<file path="src/rtl/tlb_maint_sequencer_pkg.sv">
// rtl/tlb_maint_sequencer_pkg.sv - shared TLB maintenance codes, state encoding and field layouts
package tlb_maint_sequencer_pkg;

   // TLB instruction subtypes presented by writeback
   localparam logic [4:0] SUB_SRCH = 5'd1;
   localparam logic [4:0] SUB_RD   = 5'd2;
   localparam logic [4:0] SUB_WR   = 5'd3;
   localparam logic [4:0] SUB_FILL = 5'd4;
   localparam logic [4:0] SUB_INV  = 5'd5;

   // Highest INVTLB op the MMU understands
   localparam logic [4:0] INVTLB_OP_MAX = 5'd6;

   // MMU request types
   localparam logic [3:0] TYPE_NONE     = 4'd0;
   localparam logic [3:0] TYPE_PRIV_MMU = 4'd10;

   // Instruction-not-exist exception code
   localparam logic [5:0] ECODE_INE = 6'hD;

   // CSR write-enable patterns, bit order {ASID,ELO1,ELO0,EHI,IDX}
   localparam logic [4:0] WE_NONE = 5'b00000;
   localparam logic [4:0] WE_IDX  = 5'b00001;
   localparam logic [4:0] WE_ALL  = 5'b11111;

   typedef enum logic [1:0] {
      ST_IDLE  = 2'd0,
      ST_ISSUE = 2'd1,
      ST_CAPT  = 2'd2
   } state_t;

   typedef struct packed {
      logic       valid;
      logic [8:0] subcode;
      logic [5:0] ecode;
   } excp_arg_t;

   // Unknown subtypes and out-of-range INVTLB ops raise INE instead of reaching the MMU
   function automatic logic tlb_inst_legal(input logic [4:0] subtype, input logic [4:0] op);
      logic legal;
      legal = (subtype >= SUB_SRCH) && (subtype <= SUB_INV);
      if ((subtype == SUB_INV) && (op > INVTLB_OP_MAX)) begin
         legal = 1'b0;
      end
      return legal;
   endfunction

   // Which CSRs take the MMU results when the instruction completes
   function automatic logic [4:0] capt_we(input logic [4:0] subtype);
      logic [4:0] we;
      case (subtype)
         SUB_SRCH: we = WE_IDX;
         SUB_RD:   we = WE_ALL;
         default:  we = WE_NONE;
      endcase
      return we;
   endfunction

endpackage

</file>
<file path="src/rtl/tlb_maint_sequencer_if.sv">
// rtl/tlb_maint_sequencer_if.sv - writeback-stage handshake for TLB maintenance instructions
interface tlb_maint_sequencer_if;
   logic        pipeline_TLBS_valid;
   logic [4:0]  pipeline_TLBS_subtype;
   logic [4:0]  pipeline_TLBS_op;
   logic [31:0] pipeline_TLBS_rj;
   logic [31:0] pipeline_TLBS_rk;
   logic        pipeline_TLBS_flush;
   logic        TLBS_pipeline_ready;
   logic        TLBS_pipeline_stall;
   logic        TLBS_pipeline_done;
   logic [15:0] TLBS_pipeline_excp_arg;

   // Writeback stage side
   modport master (
      output pipeline_TLBS_valid, pipeline_TLBS_subtype, pipeline_TLBS_op,
             pipeline_TLBS_rj, pipeline_TLBS_rk, pipeline_TLBS_flush,
      input  TLBS_pipeline_ready, TLBS_pipeline_stall, TLBS_pipeline_done,
             TLBS_pipeline_excp_arg
   );

   // Sequencer side
   modport slave (
      input  pipeline_TLBS_valid, pipeline_TLBS_subtype, pipeline_TLBS_op,
             pipeline_TLBS_rj, pipeline_TLBS_rk, pipeline_TLBS_flush,
      output TLBS_pipeline_ready, TLBS_pipeline_stall, TLBS_pipeline_done,
             TLBS_pipeline_excp_arg
   );
endinterface

</file>
<file path="src/rtl/tlb_maint_sequencer_fill_index_gen.sv">
// rtl/tlb_maint_sequencer_fill_index_gen.sv - free-running pseudo-random TLBFILL index
module tlbs_fill_index_gen
   import tlb_maint_sequencer_pkg::*;
#(
   parameter int TLB_n = 5
) (
   input  logic             clk,
   input  logic             rst,
   output logic [TLB_n-1:0] fill_idx_o
);

   logic [TLB_n-1:0] cnt_q;

   // Count every cycle and wrap naturally at 2^TLB_n
   always_ff @(posedge clk) begin
      if (rst) begin
         cnt_q <= '0;
      end else begin
         cnt_q <= cnt_q + TLB_n'(1);
      end
   end

   assign fill_idx_o = cnt_q;

endmodule

</file>
<file path="src/rtl/tlb_maint_sequencer.sv">
// rtl/tlb_maint_sequencer.sv - issues one TLB maintenance op to the MMU and writes results back to CSRs
module tlb_maint_sequencer
#(
   parameter int TLB_n = 5
) (
   input  logic                  clk,
   input  logic                  rst,
   tlb_maint_sequencer_if.slave  pipe,
   input  logic [31:0]           csr_TLBS_TLBIDX,
   input  logic [31:0]           csr_TLBS_TLBEHI,
   input  logic [31:0]           csr_TLBS_TLBELO0,
   input  logic [31:0]           csr_TLBS_TLBELO1,
   input  logic [9:0]            csr_TLBS_ASID,
   output logic [3:0]            TLBS_MMU_type,
   output logic [4:0]            TLBS_MMU_subtype,
   output logic [15:0]           TLBS_MMU_excp_arg,
   output logic [31:0]           TLBS_MMU_rj,
   output logic [31:0]           TLBS_MMU_rk,
   output logic [31:0]           TLBS_MMU_TLBIDX,
   output logic [31:0]           TLBS_MMU_TLBEHI,
   output logic [31:0]           TLBS_MMU_TLBELO0,
   output logic [31:0]           TLBS_MMU_TLBELO1,
   output logic [9:0]            TLBS_MMU_ASID,
   output logic                  TLBS_MMU_stallw,
   output logic                  TLBS_MMU_flushw,
   input  logic [31:0]           MMU_TLBS_TLBIDX,
   input  logic [31:0]           MMU_TLBS_TLBEHI,
   input  logic [31:0]           MMU_TLBS_TLBELO0,
   input  logic [31:0]           MMU_TLBS_TLBELO1,
   input  logic [9:0]            MMU_TLBS_ASID,
   output logic [4:0]            TLBS_csr_we,
   output logic [31:0]           TLBS_csr_TLBIDX,
   output logic [31:0]           TLBS_csr_TLBEHI,
   output logic [31:0]           TLBS_csr_TLBELO0,
   output logic [31:0]           TLBS_csr_TLBELO1,
   output logic [9:0]            TLBS_csr_ASID
);
   import tlb_maint_sequencer_pkg::*;

   state_t           state_q;
   logic [4:0]       subtype_q;
   logic [4:0]       op_q;
   logic [31:0]      rj_q, rk_q;
   logic [31:0]      idx_q, ehi_q, elo0_q, elo1_q;
   logic [9:0]       asid_q;
   logic [4:0]       we_q;
   logic             stallw_q;
   logic             ine_done_q;
   excp_arg_t        excp_q;

   logic [TLB_n-1:0] fill_idx;
   logic [31:0]      idx_d;
   logic             accept, in_issue, in_capt, capt_live, flush;

   tlbs_fill_index_gen #(.TLB_n(TLB_n)) u_fill_index_gen (
      .clk        (clk),
      .rst        (rst),
      .fill_idx_o (fill_idx)
   );

   assign flush     = pipe.pipeline_TLBS_flush;
   assign in_issue  = (state_q == ST_ISSUE);
   assign in_capt   = (state_q == ST_CAPT);
   assign accept    = pipe.pipeline_TLBS_valid & (state_q == ST_IDLE) & ~flush;
   // A flush during capture throws the MMU results away
   assign capt_live = in_capt & ~flush;

   assign pipe.TLBS_pipeline_ready    = accept;
   assign pipe.TLBS_pipeline_stall    = accept | in_issue | in_capt;
   assign pipe.TLBS_pipeline_done     = capt_live | ine_done_q;
   assign pipe.TLBS_pipeline_excp_arg = excp_q;

   // Flush in the issue cycle suppresses the request so the MMU never commits it
   assign TLBS_MMU_type     = (in_issue & ~flush) ? TYPE_PRIV_MMU : TYPE_NONE;
   assign TLBS_MMU_flushw   = in_issue & flush;
   assign TLBS_MMU_stallw   = stallw_q;
   assign TLBS_MMU_subtype  = subtype_q;
   assign TLBS_MMU_excp_arg = {11'b0, op_q};
   assign TLBS_MMU_rj       = rj_q;
   assign TLBS_MMU_rk       = rk_q;
   assign TLBS_MMU_TLBIDX   = idx_q;
   assign TLBS_MMU_TLBEHI   = ehi_q;
   assign TLBS_MMU_TLBELO0  = elo0_q;
   assign TLBS_MMU_TLBELO1  = elo1_q;
   assign TLBS_MMU_ASID     = asid_q;

   // MMU results are already registered on its side, so they are forwarded only in the capture cycle
   assign TLBS_csr_we      = capt_live ? we_q : WE_NONE;
   assign TLBS_csr_TLBIDX  = capt_live ? MMU_TLBS_TLBIDX  : '0;
   assign TLBS_csr_TLBEHI  = capt_live ? MMU_TLBS_TLBEHI  : '0;
   assign TLBS_csr_TLBELO0 = capt_live ? MMU_TLBS_TLBELO0 : '0;
   assign TLBS_csr_TLBELO1 = capt_live ? MMU_TLBS_TLBELO1 : '0;
   assign TLBS_csr_ASID    = capt_live ? MMU_TLBS_ASID    : '0;

   // TLBFILL ignores the software index and takes the hardware-chosen slot
   always_comb begin
      idx_d = csr_TLBS_TLBIDX;
      if (pipe.pipeline_TLBS_subtype == SUB_FILL) begin
         idx_d[TLB_n-1:0] = fill_idx;
      end
   end

   // Sequencer FSM with operand/CSR snapshot taken on accept
   always_ff @(posedge clk) begin
      if (rst) begin
         state_q    <= ST_IDLE;
         subtype_q  <= '0;
         op_q       <= '0;
         rj_q       <= '0;
         rk_q       <= '0;
         idx_q      <= '0;
         ehi_q      <= '0;
         elo0_q     <= '0;
         elo1_q     <= '0;
         asid_q     <= '0;
         we_q       <= WE_NONE;
         stallw_q   <= 1'b1;
         ine_done_q <= 1'b0;
         excp_q     <= '0;
      end else begin
         ine_done_q <= 1'b0;
         excp_q     <= '0;
         case (state_q)
            ST_IDLE: begin
               if (accept) begin
                  subtype_q <= pipe.pipeline_TLBS_subtype;
                  op_q      <= pipe.pipeline_TLBS_op;
                  rj_q      <= pipe.pipeline_TLBS_rj;
                  rk_q      <= pipe.pipeline_TLBS_rk;
                  idx_q     <= idx_d;
                  ehi_q     <= csr_TLBS_TLBEHI;
                  elo0_q    <= csr_TLBS_TLBELO0;
                  elo1_q    <= csr_TLBS_TLBELO1;
                  asid_q    <= csr_TLBS_ASID;
                  we_q      <= capt_we(pipe.pipeline_TLBS_subtype);
                  if (tlb_inst_legal(pipe.pipeline_TLBS_subtype, pipe.pipeline_TLBS_op)) begin
                     state_q  <= ST_ISSUE;
                     stallw_q <= 1'b0;
                  end else begin
                     ine_done_q     <= 1'b1;
                     excp_q.valid   <= 1'b1;
                     excp_q.subcode <= '0;
                     excp_q.ecode   <= ECODE_INE;
                  end
               end
            end
            ST_ISSUE: begin
               if (flush) begin
                  state_q  <= ST_IDLE;
                  stallw_q <= 1'b1;
               end else begin
                  state_q  <= ST_CAPT;
               end
            end
            ST_CAPT: begin
               state_q  <= ST_IDLE;
               stallw_q <= 1'b1;
            end
            default: begin
               state_q  <= ST_IDLE;
               stallw_q <= 1'b1;
            end
         endcase
      end
   end

endmodule
</file>
<file path="src/flat_wrapper.sv">
// flat-port wrapper written by rule: the top's interface ports become plain ports
module tlb_maint_sequencer_flat import tlb_maint_sequencer_pkg::*;
#(
   parameter int TLB_n = 5
)
  (clk, rst, csr_TLBS_TLBIDX, csr_TLBS_TLBEHI, csr_TLBS_TLBELO0, csr_TLBS_TLBELO1, csr_TLBS_ASID, TLBS_MMU_type, TLBS_MMU_subtype, TLBS_MMU_excp_arg, TLBS_MMU_rj, TLBS_MMU_rk, TLBS_MMU_TLBIDX, TLBS_MMU_TLBEHI, TLBS_MMU_TLBELO0, TLBS_MMU_TLBELO1, TLBS_MMU_ASID, TLBS_MMU_stallw, TLBS_MMU_flushw, MMU_TLBS_TLBIDX, MMU_TLBS_TLBEHI, MMU_TLBS_TLBELO0, MMU_TLBS_TLBELO1, MMU_TLBS_ASID, TLBS_csr_we, TLBS_csr_TLBIDX, TLBS_csr_TLBEHI, TLBS_csr_TLBELO0, TLBS_csr_TLBELO1, TLBS_csr_ASID, pipe_pipeline_TLBS_valid, pipe_pipeline_TLBS_subtype, pipe_pipeline_TLBS_op, pipe_pipeline_TLBS_rj, pipe_pipeline_TLBS_rk, pipe_pipeline_TLBS_flush, pipe_TLBS_pipeline_ready, pipe_TLBS_pipeline_stall, pipe_TLBS_pipeline_done, pipe_TLBS_pipeline_excp_arg);
  tlb_maint_sequencer_if pipe_i ();
  input  logic clk;
  input  logic rst;
  input  logic [31:0] csr_TLBS_TLBIDX;
  input  logic [31:0] csr_TLBS_TLBEHI;
  input  logic [31:0] csr_TLBS_TLBELO0;
  input  logic [31:0] csr_TLBS_TLBELO1;
  input  logic [9:0] csr_TLBS_ASID;
  output logic [3:0] TLBS_MMU_type;
  output logic [4:0] TLBS_MMU_subtype;
  output logic [15:0] TLBS_MMU_excp_arg;
  output logic [31:0] TLBS_MMU_rj;
  output logic [31:0] TLBS_MMU_rk;
  output logic [31:0] TLBS_MMU_TLBIDX;
  output logic [31:0] TLBS_MMU_TLBEHI;
  output logic [31:0] TLBS_MMU_TLBELO0;
  output logic [31:0] TLBS_MMU_TLBELO1;
  output logic [9:0] TLBS_MMU_ASID;
  output logic TLBS_MMU_stallw;
  output logic TLBS_MMU_flushw;
  input  logic [31:0] MMU_TLBS_TLBIDX;
  input  logic [31:0] MMU_TLBS_TLBEHI;
  input  logic [31:0] MMU_TLBS_TLBELO0;
  input  logic [31:0] MMU_TLBS_TLBELO1;
  input  logic [9:0] MMU_TLBS_ASID;
  output logic [4:0] TLBS_csr_we;
  output logic [31:0] TLBS_csr_TLBIDX;
  output logic [31:0] TLBS_csr_TLBEHI;
  output logic [31:0] TLBS_csr_TLBELO0;
  output logic [31:0] TLBS_csr_TLBELO1;
  output logic [9:0] TLBS_csr_ASID;
  input wire logic [$bits(pipe_i.pipeline_TLBS_valid)-1:0] pipe_pipeline_TLBS_valid;
  input wire logic [$bits(pipe_i.pipeline_TLBS_subtype)-1:0] pipe_pipeline_TLBS_subtype;
  input wire logic [$bits(pipe_i.pipeline_TLBS_op)-1:0] pipe_pipeline_TLBS_op;
  input wire logic [$bits(pipe_i.pipeline_TLBS_rj)-1:0] pipe_pipeline_TLBS_rj;
  input wire logic [$bits(pipe_i.pipeline_TLBS_rk)-1:0] pipe_pipeline_TLBS_rk;
  input wire logic [$bits(pipe_i.pipeline_TLBS_flush)-1:0] pipe_pipeline_TLBS_flush;
  output wire logic [$bits(pipe_i.TLBS_pipeline_ready)-1:0] pipe_TLBS_pipeline_ready;
  output wire logic [$bits(pipe_i.TLBS_pipeline_stall)-1:0] pipe_TLBS_pipeline_stall;
  output wire logic [$bits(pipe_i.TLBS_pipeline_done)-1:0] pipe_TLBS_pipeline_done;
  output wire logic [$bits(pipe_i.TLBS_pipeline_excp_arg)-1:0] pipe_TLBS_pipeline_excp_arg;
  assign pipe_i.pipeline_TLBS_valid = pipe_pipeline_TLBS_valid;
  assign pipe_i.pipeline_TLBS_subtype = pipe_pipeline_TLBS_subtype;
  assign pipe_i.pipeline_TLBS_op = pipe_pipeline_TLBS_op;
  assign pipe_i.pipeline_TLBS_rj = pipe_pipeline_TLBS_rj;
  assign pipe_i.pipeline_TLBS_rk = pipe_pipeline_TLBS_rk;
  assign pipe_i.pipeline_TLBS_flush = pipe_pipeline_TLBS_flush;
  assign pipe_TLBS_pipeline_ready = pipe_i.TLBS_pipeline_ready;
  assign pipe_TLBS_pipeline_stall = pipe_i.TLBS_pipeline_stall;
  assign pipe_TLBS_pipeline_done = pipe_i.TLBS_pipeline_done;
  assign pipe_TLBS_pipeline_excp_arg = pipe_i.TLBS_pipeline_excp_arg;
  tlb_maint_sequencer #(.TLB_n(TLB_n)) u_core (.clk(clk), .rst(rst), .pipe(pipe_i), .csr_TLBS_TLBIDX(csr_TLBS_TLBIDX), .csr_TLBS_TLBEHI(csr_TLBS_TLBEHI), .csr_TLBS_TLBELO0(csr_TLBS_TLBELO0), .csr_TLBS_TLBELO1(csr_TLBS_TLBELO1), .csr_TLBS_ASID(csr_TLBS_ASID), .TLBS_MMU_type(TLBS_MMU_type), .TLBS_MMU_subtype(TLBS_MMU_subtype), .TLBS_MMU_excp_arg(TLBS_MMU_excp_arg), .TLBS_MMU_rj(TLBS_MMU_rj), .TLBS_MMU_rk(TLBS_MMU_rk), .TLBS_MMU_TLBIDX(TLBS_MMU_TLBIDX), .TLBS_MMU_TLBEHI(TLBS_MMU_TLBEHI), .TLBS_MMU_TLBELO0(TLBS_MMU_TLBELO0), .TLBS_MMU_TLBELO1(TLBS_MMU_TLBELO1), .TLBS_MMU_ASID(TLBS_MMU_ASID), .TLBS_MMU_stallw(TLBS_MMU_stallw), .TLBS_MMU_flushw(TLBS_MMU_flushw), .MMU_TLBS_TLBIDX(MMU_TLBS_TLBIDX), .MMU_TLBS_TLBEHI(MMU_TLBS_TLBEHI), .MMU_TLBS_TLBELO0(MMU_TLBS_TLBELO0), .MMU_TLBS_TLBELO1(MMU_TLBS_TLBELO1), .MMU_TLBS_ASID(MMU_TLBS_ASID), .TLBS_csr_we(TLBS_csr_we), .TLBS_csr_TLBIDX(TLBS_csr_TLBIDX), .TLBS_csr_TLBEHI(TLBS_csr_TLBEHI), .TLBS_csr_TLBELO0(TLBS_csr_TLBELO0), .TLBS_csr_TLBELO1(TLBS_csr_TLBELO1), .TLBS_csr_ASID(TLBS_csr_ASID));
endmodule
</file>
<file path="config.mk">
export PLATFORM = sky130hd
export DESIGN_NAME = tlb_maint_sequencer_flat
export DESIGN_NICKNAME = d
export VERILOG_FILES = /design/src/rtl/tlb_maint_sequencer_pkg.sv /design/src/rtl/tlb_maint_sequencer_if.sv /design/src/rtl/tlb_maint_sequencer_fill_index_gen.sv /design/src/rtl/tlb_maint_sequencer.sv /design/src/flat_wrapper.sv
export SDC_FILE = /design/constraint.sdc
export NUM_CORES = 1
export LEC_CHECK = 0
export ABC_AREA = 1
export BUFFER_PORTS_ARGS = -buffer_cell sky130_fd_sc_hd__buf_4
export CAP_MARGIN = 20
export CORE_AREA = 8 8 284 286
export CTS_BUF_LIST = sky130_fd_sc_hd__clkbuf_8
export DETAILED_ROUTE_END_ITERATION = 8
export DIE_AREA = 0 0 292 294
export PLACE_DENSITY = 0.44
export SYNTH_ARGS = -nofsm -noshare
export SYNTH_HDL_FRONTEND = slang
export SYNTH_SLANG_ARGS = --single-unit
</file>
<file path="constraint.sdc">
create_clock -name clk -period 1.56 [get_ports clk]
set_clock_uncertainty 0.2 [all_clocks]
set_input_delay 0.156 -clock clk [delete_from_list [all_inputs] [get_ports clk]]
set_output_delay 0.156 -clock clk [all_outputs]
set_load 0.005 [all_outputs]
</file>
After elaboration in Yosys (flattened, before gate mapping)

Cells that the tools add are included.

Input port bits: 354
Logic and storage cells: 71
Output and inout bits: 391
Bits in registers: 242

Bitwise logic cells: 11
Equality and inequality tests: 9
Add/sub/neg operators: 1
Reductions and logical operators: 7
Magnitude comparators: 3
Mux-type cells: 23

Operators with widths:

| operator            | count |
|---|---|
| $mux 32             | 4 |
| $mux 16             | 1 |
| $eq 5x3->1 const B  | 2 |
| $mux 10             | 1 |
| $mux 5              | 2 |
| $pmux 5 s2          | 1 |
| $mux 1              | 8 |
| $mux 2              | 3 |
| $add 5x1->5 const B | 1 |
| $and 1x1->1         | 5 |
| $eq 5x1->1 const B  | 1 |
| $eq 5x2->1 const B  | 1 |
| $ge 5x1->1 const B  | 1 |
| $gt 5x3->1 const B  | 1 |
| $le 5x3->1 const B  | 1 |
| $mux 4              | 1 |
| $ne 2x2->1 const B  | 2 |
| $pmux 2 s2          | 1 |
| $reduce_and 2->1    | 2 |
| $not 1->1           | 3 |
| $or 1x1->1          | 3 |
| $reduce_and 3->1    | 1 |
| $reduce_or 3->1     | 1 |
| $eq 2x1->1 const B  | 1 |
| other kinds (5)     | 6 |

Logic depth before layout (Yosys ltp)

Depth in word-level cells: 9
Mapped depth: 8
Mapped depth without buffers: 7

Cells and area by module

Synthesis repeated with hierarchy kept, for this count alone.

Cells, all modules: 1336
Area, all modules: 9185.1 sq um

By module, submodules not included:

| module              | sequential area each (sq um) | times used | cells each | area each (sq um) |
|---|---|---|---|---|
| tlb_maint_sequencer | 4364.2                       | 1          | 1312       | 8987.4 |
| tlbs_fill_index_gen | 100.1                        | 1          | 24         | 197.7 |

Least setup slack after synthesis

No wires, ideal clock.

Path kind: register to output
Start: reg u_core.state_q[0]
End: out TLBS_csr_we[2]
Required time: 1.204 ns
Path slack: 0.088 ns
Path buffers: 2
Stages on the path, launching flop included: 6
Data arrival time: 1.116 ns
Cell sequence: dfxtp_1 > inv_2 > nand3_1 > clkbuf_1 > nor2_1 > buf_4

Word-level cells in the longest chain between the ends: 3

RTL lines:

| element                | RTL line                   | text |
|---|---|---|
| from (decl)            | tlb_maint_sequencer.sv:40  | `state_t state_q;` |
| from (signal assigned) | tlb_maint_sequencer.sv:106 | `state_q <= ST_IDLE;` |
| from (signal assigned) | tlb_maint_sequencer.sv:137 | `state_q <= ST_ISSUE;` |
| from (signal assigned) | tlb_maint_sequencer.sv:149 | `state_q <= ST_IDLE;` |
| $eq 2x2->1             | tlb_maint_sequencer.sv:63  | `assign in_capt = (state_q == ST_CAPT);` |
| $and 1x1->1            | tlb_maint_sequencer.sv:66  | `assign capt_live = in_capt & ~flush;` |
| $mux 5                 | tlb_maint_sequencer.sv:88  | `assign TLBS_csr_we = capt_live ? we_q : WE_NONE;` |
| to (decl)              | flat_wrapper.sv:32         | `output logic [4:0] TLBS_csr_we;` |

Every way passes these cells.

Final worst setup path

Start: reg u_core.state_q[0]
End: out TLBS_csr_TLBELO1[9]

Word-level cells in the longest chain between the ends: 3

RTL lines:

| element     | RTL line                  | text |
|---|---|---|
| $eq 2x2->1  | tlb_maint_sequencer.sv:63 |  |
| $and 1x1->1 | tlb_maint_sequencer.sv:66 |  |
| $mux 32     | tlb_maint_sequencer.sv:92 | `assign TLBS_csr_TLBELO1 = capt_live ? MMU_TLBS_TLBELO1 : '0;` |
| to (decl)   | flat_wrapper.sv:36        | `output logic [31:0] TLBS_csr_TLBELO1;` |

Every way passes these cells.

==> results.json <==
{
  "final.setup.worst_slack_ps": -626.3,
  "clk_latency_ps": 630,
  "p_int_w": 0.01203,
  "chipHeight_um": 294,
  "dpl-instance-area_um2": 16080,
  "antenna_found_initial": 11,
  "grt_pass1_vias": 12570,
  "start_kind": "flop",
  "syn_inst": 1340,
  "grt_max_degree": 62,
  "seq_power_share_pct": 37.6,
  "route.detailed.drc": 0,
  "synth_edf_count": 0,
  "num-nets-final": 2726,
  "rrSetupSlack_ps": -600,
  "drive_above_1_share_pct": 48.44,
  "finalSetupViolCount": 368,
  "cts.path.max_buffers": 3,
  "ys_seq_area_share_pct": 48.36,
  "die_w_um": 292,
  "placed_cells": 3021,
  "dieArea_um2": 85850,
  "cts.sinks": 223,
  "synth_top_area_share_pct": 48.36,
  "first_pass_iters": 4,
  "final_util_pct": 29.34,
  "slew_viol_final": 0,
  "power_w": 0.01693,
  "place.gp.congestion": 0.8619,
  "cts_buffers": 46,
  "max_cap_viol_count": 0,
  "port_buffers": 719,
  "dp_hpwl_mm": 48.16,
  "synth_cell_type_count": 22,
  "synthFlopType": "dfxtp_1",
  "violations": "negative setup slack",
  "finalHoldWorstSlack_ps": 111.3,
  "grt_pass1_wl_mm": 90.49,
  "p_sw_w": 0.004894,
  "final_cells": 3403,
  "worstSetupPathType": "flop to output port",
  "core.rowCount": 102,
  "async_flop_share_pct": 0,
  "start_util_pct": 12.08,
  "synth_warnings": 0,
  "vias": 12210,
  "hold_path.class": "input port to flop",
  "hold_viol_final": 0,
  "wl_per_cell_um": 19.16,
  "fin_crit_ps": 2186,
  "syn_area_per_cell_um2": 6.889,
  "first_iter_violations": 392,
  "drt.antenna.violating_nets": 0,
  "yosys-top-cells-count": "nor2_1, dfxtp_1, o21ai_0",
  "area_growth_pct": 143.0,
  "netSwitchingFraction_pct": 28.92,
  "ys_ff_latch": 223,
  "stdcell_area_um2": 22430,
  "core_area_um2": 76450,
  "crit_path_end_kind": "output port",
  "fmax_mhz": 457.4,
  "status": "finished with violations",
  "finalCritPeriodShare_pct": 140.1,
  "rsz0062_at_grt": "yes",
  "netlist_area_um2": 9231,
  "h-tree-depth": 2,
  "required_ps": 1200,
  "cp.arrival_ps": 1830,
  "clkTransAtPathRegs_ps": 70,
  "power_density_nw_per_um2": 754.7,
  "synth.most_common_cell": "nor2_1",
  "critPathMaxFanout": 7,
  "root_buffer": "clkbuf_8",
  "cts_tree": "built",
  "vias_per_cell": 3.588,
  "track_usage_pct": 14.16,
  "clockPowerShare_pct": 39.7,
  "ir_drop_v": 0.0006057,
  "wirelength_mm": 65.19,
  "io_pins": 745,
  "synth_largest_area_cell": "dfxtp_1",
  "p_leak_nw": 10.70,
  "grt-ovfl-total": 0,
  "p_comb_share_pct": 22.6,
  "synth_area_leaders": "dfxtp_1, nor2_1, o21ai_0, inv_1, buf_4"
}
[flip-flops by register name, summed over array words and instances (netlist names)]
register,count
u_core.TLBS_MMU_TLBEHI,32
u_core.TLBS_MMU_TLBELO0,32
u_core.TLBS_MMU_TLBELO1,32
u_core.TLBS_MMU_TLBIDX,32
u_core.TLBS_MMU_rj,32
u_core.TLBS_MMU_rk,32
u_core.TLBS_MMU_ASID,10
u_core.TLBS_MMU_subtype,5
u_core.op_q,5
u_core.u_fill_index_gen.fill_idx_o,5
u_core.state_q,2
u_core.we_q,2
u_core.TLBS_MMU_stallw,1
u_core.pipe.TLBS_pipeline_excp_arg,1
[worst paths after layout]
| check | from | end | cells past startpoint |
|---|---|---|---|
| setup / recovery | u_core.state_q[0] | TLBS_csr_TLBELO1[9] | 7 |
| hold / removal | pipe_pipeline_TLBS_rk[2] | u_core.TLBS_MMU_rk[2] | 4 |
| setup reg to reg | u_core.state_q[0] | u_core.TLBS_MMU_TLBELO1[31] | 14 |
| hold reg to reg | u_core.TLBS_MMU_stallw | u_core.TLBS_MMU_stallw | 2 |
[kinds of logic (layout without fill, tap and decap cells)]
family                     count (synthesis)  count (layout)  share of synthesized area, %
adders and majority gates                  1               1                        0.1355
DFF                                      223             223                         48.36
buffers and inverters                    277            1320                         13.66
and+or+nand+nor                          619             619                         25.82
AOI/OAI and AO/OA                        217             217                         11.79
other                                      1              33                       0.04062
xor gates and xnor gates                   2               2                        0.1898
[cells in the final DEF (no fill, tap or decap), types with 2 or more instances in the layout]
master           n
o21ai_0        150
buf_8            4
conb_1          25
buf_6           97
nand3_1         11
clkbuf_8        57
nand2_4          4
inv_2            2
bufbuf_16        6
nand3_4          3
buf_16          23
nor2_1         371
a21oi_1          6
o21ai_2          4
inv_1          168
diode_2          8
dlygate4sd3_1  215
buf_12          43
nand2_1         21
nand4_1          6
clkinv_2         7
buf_4          683
o21ai_1         55
dfxtp_1        208
nor2_2          80
bufinv_16        2
clkbuf_16        8
dfxtp_2         14
nor2_4         120
[per-stage QoR]
stage               setup WS (ps)  TNS, ps
CTS                        -699.3  -186940
global placement           -133.4    -4135
detailed placement         -122.9    -4354
global route               -732.2  -210350
finish                     -626.3  -174710
floorplan                   87.63        0
[power by group through the flow]
stage                     Clock (W)  Combinational, W  Sequential, W
final                       0.00673           0.00383        0.00637
after global routing        0.00733           0.00417        0.00641
after CTS                   0.00713           0.00374        0.00634
after detailed placement          0           0.00269        0.00642
after global placement            0           0.00269        0.00641
after floorplan                   0          0.000895        0.00642
[timing repair]
item / in CTS / in global routing
setup endpoints to repair: 390 / 434
hold endpoints to repair: 223 / 0
pin swaps: 6 / 16
gates cloned: 27 / 9
resized for setup: 415 / 129
setup buffers: 35 / 12
hold buffers: 215 / 0
[per-layer routing]
layer	global-route usage (%)	share of wire, %	routed length, um
met5	0	0.020	13
met3	5.219	8.6	5575
met2	23.67	48	31000
met4	3.397	1.9	1268
met1	17.18	42	27330
[critical path: stages, from the launching register on]
cell and delay (ps):
dfxtp_2 340, inv_4 60, nand3_4 70, buf_12 170, clkbuf_16 170, buf_12 140, nor2_4 110, buf_6 130
[area by class of cell]
class | count | area, um2
timing repair buffer | 1079 | 10320
antenna | 8 | 20.02
inverter | 157 | 596.8
clock inverter | 27 | 203.9
fill | 8185 | 54020
sequential | 223 | 4486
multi-input combinational | 864 | 4781
tap | 988 | 1236
clock buffer | 57 | 784.5
Note: power is estimated with default switching activity, not from simulation.
